$ cat config.mk
export PLATFORM = sky130hd
export DESIGN_NAME = wb_prefetch_flat
export DESIGN_NICKNAME = d
export VERILOG_FILES = /design/src/rtl/wb_pkg.sv /design/src/rtl/if_wb.sv /design/src/rtl/fifo_sync.sv /design/src/rtl/wb_prefetch.sv /design/src/flat_wrapper.sv
export SDC_FILE = /design/constraint.sdc
export NUM_CORES = 1
export LEC_CHECK = 0
export CAP_MARGIN = 20
export CORE_MARGIN = 5
export CORE_UTILIZATION = 57
export DETAILED_ROUTE_END_ITERATION = 12
export PLACE_DENSITY_LB_ADDON = 0.12
export SYNTH_ARGS = -nofsm -noshare
export SYNTH_HDL_FRONTEND = slang
export SYNTH_SLANG_ARGS = --single-unit
$ cat constraint.sdc
create_clock -name clk -period 5.9 [get_ports clk]
set_clock_uncertainty 0.2 [all_clocks]
set_input_delay 1.77 -clock clk [delete_from_list [all_inputs] [get_ports clk]]
set_output_delay 1.77 -clock clk [all_outputs]
set_load 0.02 [all_outputs]
$ cat src/rtl/wb_pkg.sv
// Shared widths and the FIFO entry type for the Wishbone instruction prefetcher.
package wb_pkg;
  localparam int DW = 16;
  localparam int AW = 16;

  typedef struct packed {
    logic [DW-1:0] data;
    logic [AW-1:0] adr;
  } fifo_entry_t;
endpackage

$ cat src/rtl/if_wb.sv
// Pipelined Wishbone read bus bundle shared by the fetch master and its slave.
interface if_wb (input logic clk);
  import wb_pkg::*;

  logic          rst;
  logic          cyc;
  logic          stb;
  logic          we;
  logic [AW-1:0] adr;
  logic [DW-1:0] dat_i;
  logic          ack;
  logic          stall;

  modport master (input clk, rst, dat_i, ack, stall, output cyc, stb, we, adr);
  modport slave  (input clk, rst, cyc, stb, we, adr, output dat_i, ack, stall);
endinterface

$ cat src/rtl/fifo_sync.sv
// Shift-style synchronous FIFO: slot 0 is always the head, so the output is a plain register.
module fifo_sync
  import wb_pkg::*;
#(
  parameter int DEPTH = 4
) (
  input  logic                   i_clk,
  input  logic                   i_rst,
  input  logic                   i_push,
  input  logic                   i_pop,
  input  logic                   i_flush,
  input  fifo_entry_t            i_din,
  output fifo_entry_t            o_dout,
  output logic                   o_full,
  output logic                   o_empty,
  output logic [$clog2(DEPTH):0] o_count
);
  localparam int IW = $clog2(DEPTH);
  localparam int CW = IW + 1;

  logic [CW-1:0] r_count;
  fifo_entry_t   r_mem     [DEPTH];
  fifo_entry_t   w_mem_nxt [DEPTH];
  logic          w_do_pop;
  logic          w_do_push;
  logic [CW-1:0] w_wr_idx;

  assign o_full    = (r_count == CW'(DEPTH));
  assign o_empty   = (r_count == CW'(0));
  assign o_count   = r_count;
  assign o_dout    = r_mem[0];
  assign w_do_pop  = i_pop & ~o_empty;
  // A pop in the same cycle frees a slot, so a full FIFO can still accept a push.
  assign w_do_push = i_push & (~o_full | w_do_pop);
  assign w_wr_idx  = w_do_pop ? (r_count - CW'(1)) : r_count;

  // Next slot contents: shift towards the head on pop, write the tail on push.
  always_comb begin
    w_mem_nxt = r_mem;
    for (int i = 0; i < DEPTH; i++) begin
      if (w_do_push && (w_wr_idx == CW'(i))) begin
        w_mem_nxt[i] = i_din;
      end else if (w_do_pop) begin
        w_mem_nxt[i] = r_mem[(i + 1) % DEPTH];
      end else begin
        w_mem_nxt[i] = r_mem[i];
      end
    end
  end

  // Data slots carry no reset; only the occupancy count decides validity.
  always_ff @(posedge i_clk) begin
    r_mem <= w_mem_nxt;
  end

  // Occupancy count; flush empties the FIFO and overrides any push or pop.
  always_ff @(posedge i_clk) begin
    if (i_rst || i_flush) begin
      r_count <= CW'(0);
    end else begin
      r_count <= r_count + CW'(w_do_push) - CW'(w_do_pop);
    end
  end
endmodule

$ cat src/rtl/wb_prefetch.sv
// Instruction prefetcher: streams sequential reads over pipelined Wishbone into a FIFO,
// with jump redirection that discards responses still in flight.
module wb_prefetch
  import wb_pkg::*;
#(
  parameter int            DEPTH     = 4,
  parameter logic [AW-1:0] RESET_ADR = 16'h0000
) (
  if_wb.master           wb,
  input  logic           i_jump,
  input  logic [AW-1:0]  i_jump_adr,
  output logic [DW-1:0]  o_insn,
  output logic [AW-1:0]  o_insn_adr,
  output logic           o_insn_valid,
  input  logic           i_insn_ready
);
  localparam int CW = $clog2(DEPTH) + 1;
  localparam int SW = CW + 1;

  logic [AW-1:0] r_fetch_adr;
  logic [AW-1:0] r_resp_adr;
  logic [CW-1:0] r_outstanding;
  logic [CW-1:0] r_discard;

  logic          w_stb;
  logic          w_accept;
  logic          w_push;
  logic          w_pop;
  logic [SW-1:0] w_inflight;
  logic [CW-1:0] w_fifo_count;
  logic          w_fifo_full;
  logic          w_fifo_empty;
  fifo_entry_t   w_fifo_in;
  fifo_entry_t   w_fifo_out;

  // Every slot is reserved at request time, so the FIFO can never overflow.
  assign w_inflight = {1'b0, w_fifo_count} + {1'b0, r_outstanding};
  assign w_stb      = ~wb.rst & ~i_jump & (w_inflight < SW'(DEPTH));
  assign w_accept   = w_stb & ~wb.stall;
  assign w_push     = wb.ack & ~i_jump & (r_discard == CW'(0)) & ~w_fifo_full;
  assign w_pop      = o_insn_valid & i_insn_ready & ~i_jump;

  assign wb.stb  = w_stb;
  assign wb.cyc  = ~wb.rst & (w_stb | (r_outstanding != CW'(0)));
  assign wb.we   = 1'b0;
  assign wb.adr  = r_fetch_adr;

  assign w_fifo_in.data = wb.dat_i;
  assign w_fifo_in.adr  = r_resp_adr;

  assign o_insn       = w_fifo_out.data;
  assign o_insn_adr   = w_fifo_out.adr;
  assign o_insn_valid = ~wb.rst & ~w_fifo_empty;

  // Request/response bookkeeping; r_resp_adr names the next response that will be kept.
  always_ff @(posedge wb.clk) begin
    if (wb.rst) begin
      r_fetch_adr   <= RESET_ADR;
      r_resp_adr    <= RESET_ADR;
      r_outstanding <= CW'(0);
      r_discard     <= CW'(0);
    end else begin
      r_outstanding <= r_outstanding + CW'(w_accept) - CW'(wb.ack);
      if (i_jump) begin
        r_fetch_adr <= i_jump_adr;
        r_resp_adr  <= i_jump_adr;
        r_discard   <= r_outstanding - CW'(wb.ack);
      end else begin
        if (w_accept) begin
          r_fetch_adr <= r_fetch_adr + AW'(1);
        end
        if (w_push) begin
          r_resp_adr <= r_resp_adr + AW'(1);
        end
        if (wb.ack && (r_discard != CW'(0))) begin
          r_discard <= r_discard - CW'(1);
        end
      end
    end
  end

  fifo_sync #(
    .DEPTH(DEPTH)
  ) u_fifo (
    .i_clk   (wb.clk),
    .i_rst   (wb.rst),
    .i_push  (w_push),
    .i_pop   (w_pop),
    .i_flush (i_jump),
    .i_din   (w_fifo_in),
    .o_dout  (w_fifo_out),
    .o_full  (w_fifo_full),
    .o_empty (w_fifo_empty),
    .o_count (w_fifo_count)
  );
endmodule

$ cat src/flat_wrapper.sv
// flat-port wrapper written by rule: the top's interface ports become plain ports
module wb_prefetch_flat import wb_pkg::*;
#(
  parameter int            DEPTH     = 4,
  parameter logic [AW-1:0] RESET_ADR = 16'h0000
)
  (i_jump, i_jump_adr, o_insn, o_insn_adr, o_insn_valid, i_insn_ready, clk, wb_rst, wb_dat_i, wb_ack, wb_stall, wb_cyc, wb_stb, wb_we, wb_adr);
  if_wb wb_i (.clk(clk));
  input  logic i_jump;
  input  logic [AW-1:0] i_jump_adr;
  output logic [DW-1:0] o_insn;
  output logic [AW-1:0] o_insn_adr;
  output logic o_insn_valid;
  input  logic i_insn_ready;
  input wire logic clk;
  input wire logic [$bits(wb_i.rst)-1:0] wb_rst;
  input wire logic [$bits(wb_i.dat_i)-1:0] wb_dat_i;
  input wire logic [$bits(wb_i.ack)-1:0] wb_ack;
  input wire logic [$bits(wb_i.stall)-1:0] wb_stall;
  output wire logic [$bits(wb_i.cyc)-1:0] wb_cyc;
  output wire logic [$bits(wb_i.stb)-1:0] wb_stb;
  output wire logic [$bits(wb_i.we)-1:0] wb_we;
  output wire logic [$bits(wb_i.adr)-1:0] wb_adr;
  assign wb_i.rst = wb_rst;
  assign wb_i.dat_i = wb_dat_i;
  assign wb_i.ack = wb_ack;
  assign wb_i.stall = wb_stall;
  assign wb_cyc = wb_i.cyc;
  assign wb_stb = wb_i.stb;
  assign wb_we = wb_i.we;
  assign wb_adr = wb_i.adr;
  wb_prefetch #(.DEPTH(DEPTH), .RESET_ADR(RESET_ADR)) u_core (.wb(wb_i), .i_jump(i_jump), .i_jump_adr(i_jump_adr), .o_insn(o_insn), .o_insn_adr(o_insn_adr), .o_insn_valid(o_insn_valid), .i_insn_ready(i_insn_ready));
endmodule
==> reports/metrics.csv <==
stage,metric,value,unit
worst_setup_path,required,3.93,ns
worst_setup_path,rr_endpoint,u_core.u_fifo.o_count[2],
timing,fin_crit,5.32,ns
clocking,cts_hold_buf,0,
synthesis,syn_avg_cell_area,13.1,µm²
timing,fmax,188,MHz
timing,rsz0062_at_grt,false,
die,ios,90,
placed_design,placed_area,9120,µm²
synthesis,synthCells,631,
clocking,cts_tree,done,
min_path,min_to,u_core.u_fifo.o_dout[7],
final_layout,layout-drive-gt1-share,0.254,
worst_setup_path,arrival,3.35,ns
synthesis,yosys_warnings,0,
die,core-area,14400,µm²
synthesis,synth-seq-cells,169,
global_route,grt_max_degree,43,
synthesis,syn_nets,685,
final_layout,final_common_cell,edfxtp_1,
global_route,antenna_found_initial,0,
synthesis,ys.flop_type,edfxtp_1,
clocking,clk_latency,0.42,ns
die,die_h,131,µm
global_route,grt_remaining_overflow,0,
worst_setup_path,slowest_delay,0.57,ns
synthesis,synth.area.top_cells,"edfxtp_1 (46%), mux2_2 (16%), dfxtp_1 (9.9%)",
clocking,clock-root-buffer,clkbuf_16,
routing,vias,5174,
die,rows,44,
worst_setup_path,r2r-start,u_core.u_fifo.o_count[0],
final_layout,area_growth,16.7,%
outcome,status,"finished, final reports clean",
worst_setup_path,ff2ff_path_depth,13,
placed_design,numPortBuffers,88,
worst_setup_path,crit_chain,clkdlybuf4s50_1 > buf_4 > a21oi_1 > clkdlybuf4s50_1,
die,dieArea,17100,µm²
synthesis,synth_top_area_cell,edfxtp_1,
clocking,clock-sinks,169,
min_path,hold_path.class,register to register,
routing,dr.first_iter.drc_count,357,
timing,setup_viol_count_final,0,
power,power_density,287,nW/µm²
clocking,cts_resized,0,
timing,finalCritPeriodShare,0.901,
global_route,grt_pass1_wl,27.7,mm
clocking,cts_setup_buffers,0,
worst_setup_path,crit_slowest_cell,clkdlybuf4s50_1,
routing,drtAntennaViolNets,0,
die,start_util,0.575,
clocking,htreeDepth,4,
power,cellLeakagePower,0.00332,µW
min_path,worstHoldStart,u_core.u_fifo.r_mem[71],
timing,tightest_slew,0.671,ns
synthesis,syn-cell-area,8300,µm²
clocking,numCtsBuffers,17,
synthesis,synth.distinct_cells,61,
final_layout,final_area,9680,µm²
die,die-width,131,µm
timing,timing_hold_violations_final,0,
final_layout,insertedDiodeCount,0,
worst_setup_path,crit_path_end_kind,primary output,
clocking,cts.clk_slew.worst_paths,0.06,ns
worst_setup_path,start_kind,primary input,
worst_setup_path,crit_fanout,42,
routing,vias_per_cell,5.85,
routing,drt-total-wl,17.3,mm
placed_design,place_hpwl,11.3,mm
worst_setup_path,r2r_slack,2.23,ns
timing,tns,0,ns
power,irDropWorstVdd,0.197,mV
clocking,cts_max_path_buffers,2,
routing,drt_pass1_iterations,5,
worst_setup_path,crit_top_cell,clkdlybuf4s50_1,
worst_setup_path,critPathKind,primary input to primary output,
synthesis,yosysSeqAreaShare,0.562,
routing,drc,0,
global_route,grt_pass1_vias,5337,
min_path,min_path_cells,1,
flow_run,maxCapViolations,0,
timing,slew_headroom,0.553,
synthesis,async_flop_share,0,
global_route,track_usage,0.210,
final_layout,final_net_count,741,
timing,final-max-slew-violation-count,0,
synthesis,yosysTopAreaCellShare,0.463,
routing,routedWlPerCell,19.6,µm
final_layout,final_cell_mix,"edfxtp_1 (128), mux2_2 (120), clkdlybuf4s50_1 (88)",
placed_design,place.gp.congestion,0.832,
final_layout,finish.utilization,0.671,
synthesis,synth_edf_count,128,
==> cells by family (layout without fill, tap and decap cells) <==
| family | count (synthesis) | in the layout | share of synthesized area |
|---|---|---|---|
| DFF | 169 | 169 | 0.562 |
| muxes | 134 | 134 | 0.182 |
| and+or+nand+nor | 133 | 133 | 0.0887 |
| buffers and inverters | 85 | 154 | 0.0658 |
| AOI/OAI and AO/OA | 81 | 81 | 0.0617 |
| adders and majority gates | 16 | 16 | 0.0259 |
| xor gates and xnor gates | 12 | 12 | 0.0136 |
| other | 1 | 1 | 0.000452 |
==> synth_stat cells (4+ instances only) <==
library cell  instances
a211oi_1              6
inv_1                19
a21oi_1              23
xnor2_1               8
ha_1                 14
nand3_1              16
buf_2                 7
edfxtp_1            128
a31oi_1              14
nand4_1               8
buf_4                35
nor3_1                7
or3_1                 4
and3_1                7
nand2_1              35
clkbuf_1             14
mux2_1               13
o21ai_0              18
dfxtp_1              41
mux2_2              120
buf_6                 5
nor2_1               26
and2_1                8
==> worst max-delay path by stage <==
stage                      start                endpoint  slack [ns]  cells past startpoint
after floorplan           i_jump  u_core.u_fifo.r_mem[0]        0.38                      6
after global placement    wb_rst            o_insn_valid        0.62                      4
after detailed placement  wb_rst                  wb_cyc        0.58                      4
after CTS                 wb_rst                  wb_cyc        0.58                      4
after global routing      wb_rst                  wb_cyc        0.52                      4
final                     wb_rst                  wb_cyc        0.58                      4
==> per-stage QoR <==
stage               hold slack (ns)  power, µW  cells  worst slack, ns
floorplan                     0.300       1610    631            0.377
global placement              0.317       1720    852            0.625
detailed placement            0.318       1730    852            0.582
CTS                           0.334       2800    884            0.584
global route                  0.360       2880    884            0.523
finish                        0.339       2780    884            0.581
==> sequential cells by signal, indices dropped and copies added (netlist names) <==
signal / count
u_core.r_outstanding: 3
u_core.r_discard: 3
u_core.u_fifo.o_count: 3
u_core.r_resp_adr: 16
u_core.u_fifo.o_dout: 32
u_core.wb.adr: 16
u_core.u_fifo.r_mem: 96
==> worst max-delay path: cells and delay by family <==
kind	cells	cell delay, ns
AO/OA/AOI/OAI	1	0.10
buffers and inverters	3	1.47
==> per-layer routing <==
layer	global-route usage	part of all wire	vias to the layer above
met3	0.0447	0.043	32
met5	0	0	-
met4	0.0774	0.020	0
met1	0.275	0.45	2569
li1	-	-	2432
met2	0.346	0.48	141
==> power breakdown <==
group | total, µW | internal, µW | switching (µW) | leakage (µW)
logic | 329 | 159 | 170 | 0.00156
registers | 1370 | 1330 | 47.5 | 0.00150
clock network | 1070 | 621 | 453 | 0.000262
==> cell type report <==
cell class              count  area [µm²]
clock buffers              20         437
clock inverters            12         125
fillers                  1020        4740
inverters                  21        78.8
multi-input cells         377        3130
flip-flops and latches    169        4660
well taps                 184         230
repair buffers            101        1020
Note: power is estimated with default switching activity, not from simulation.
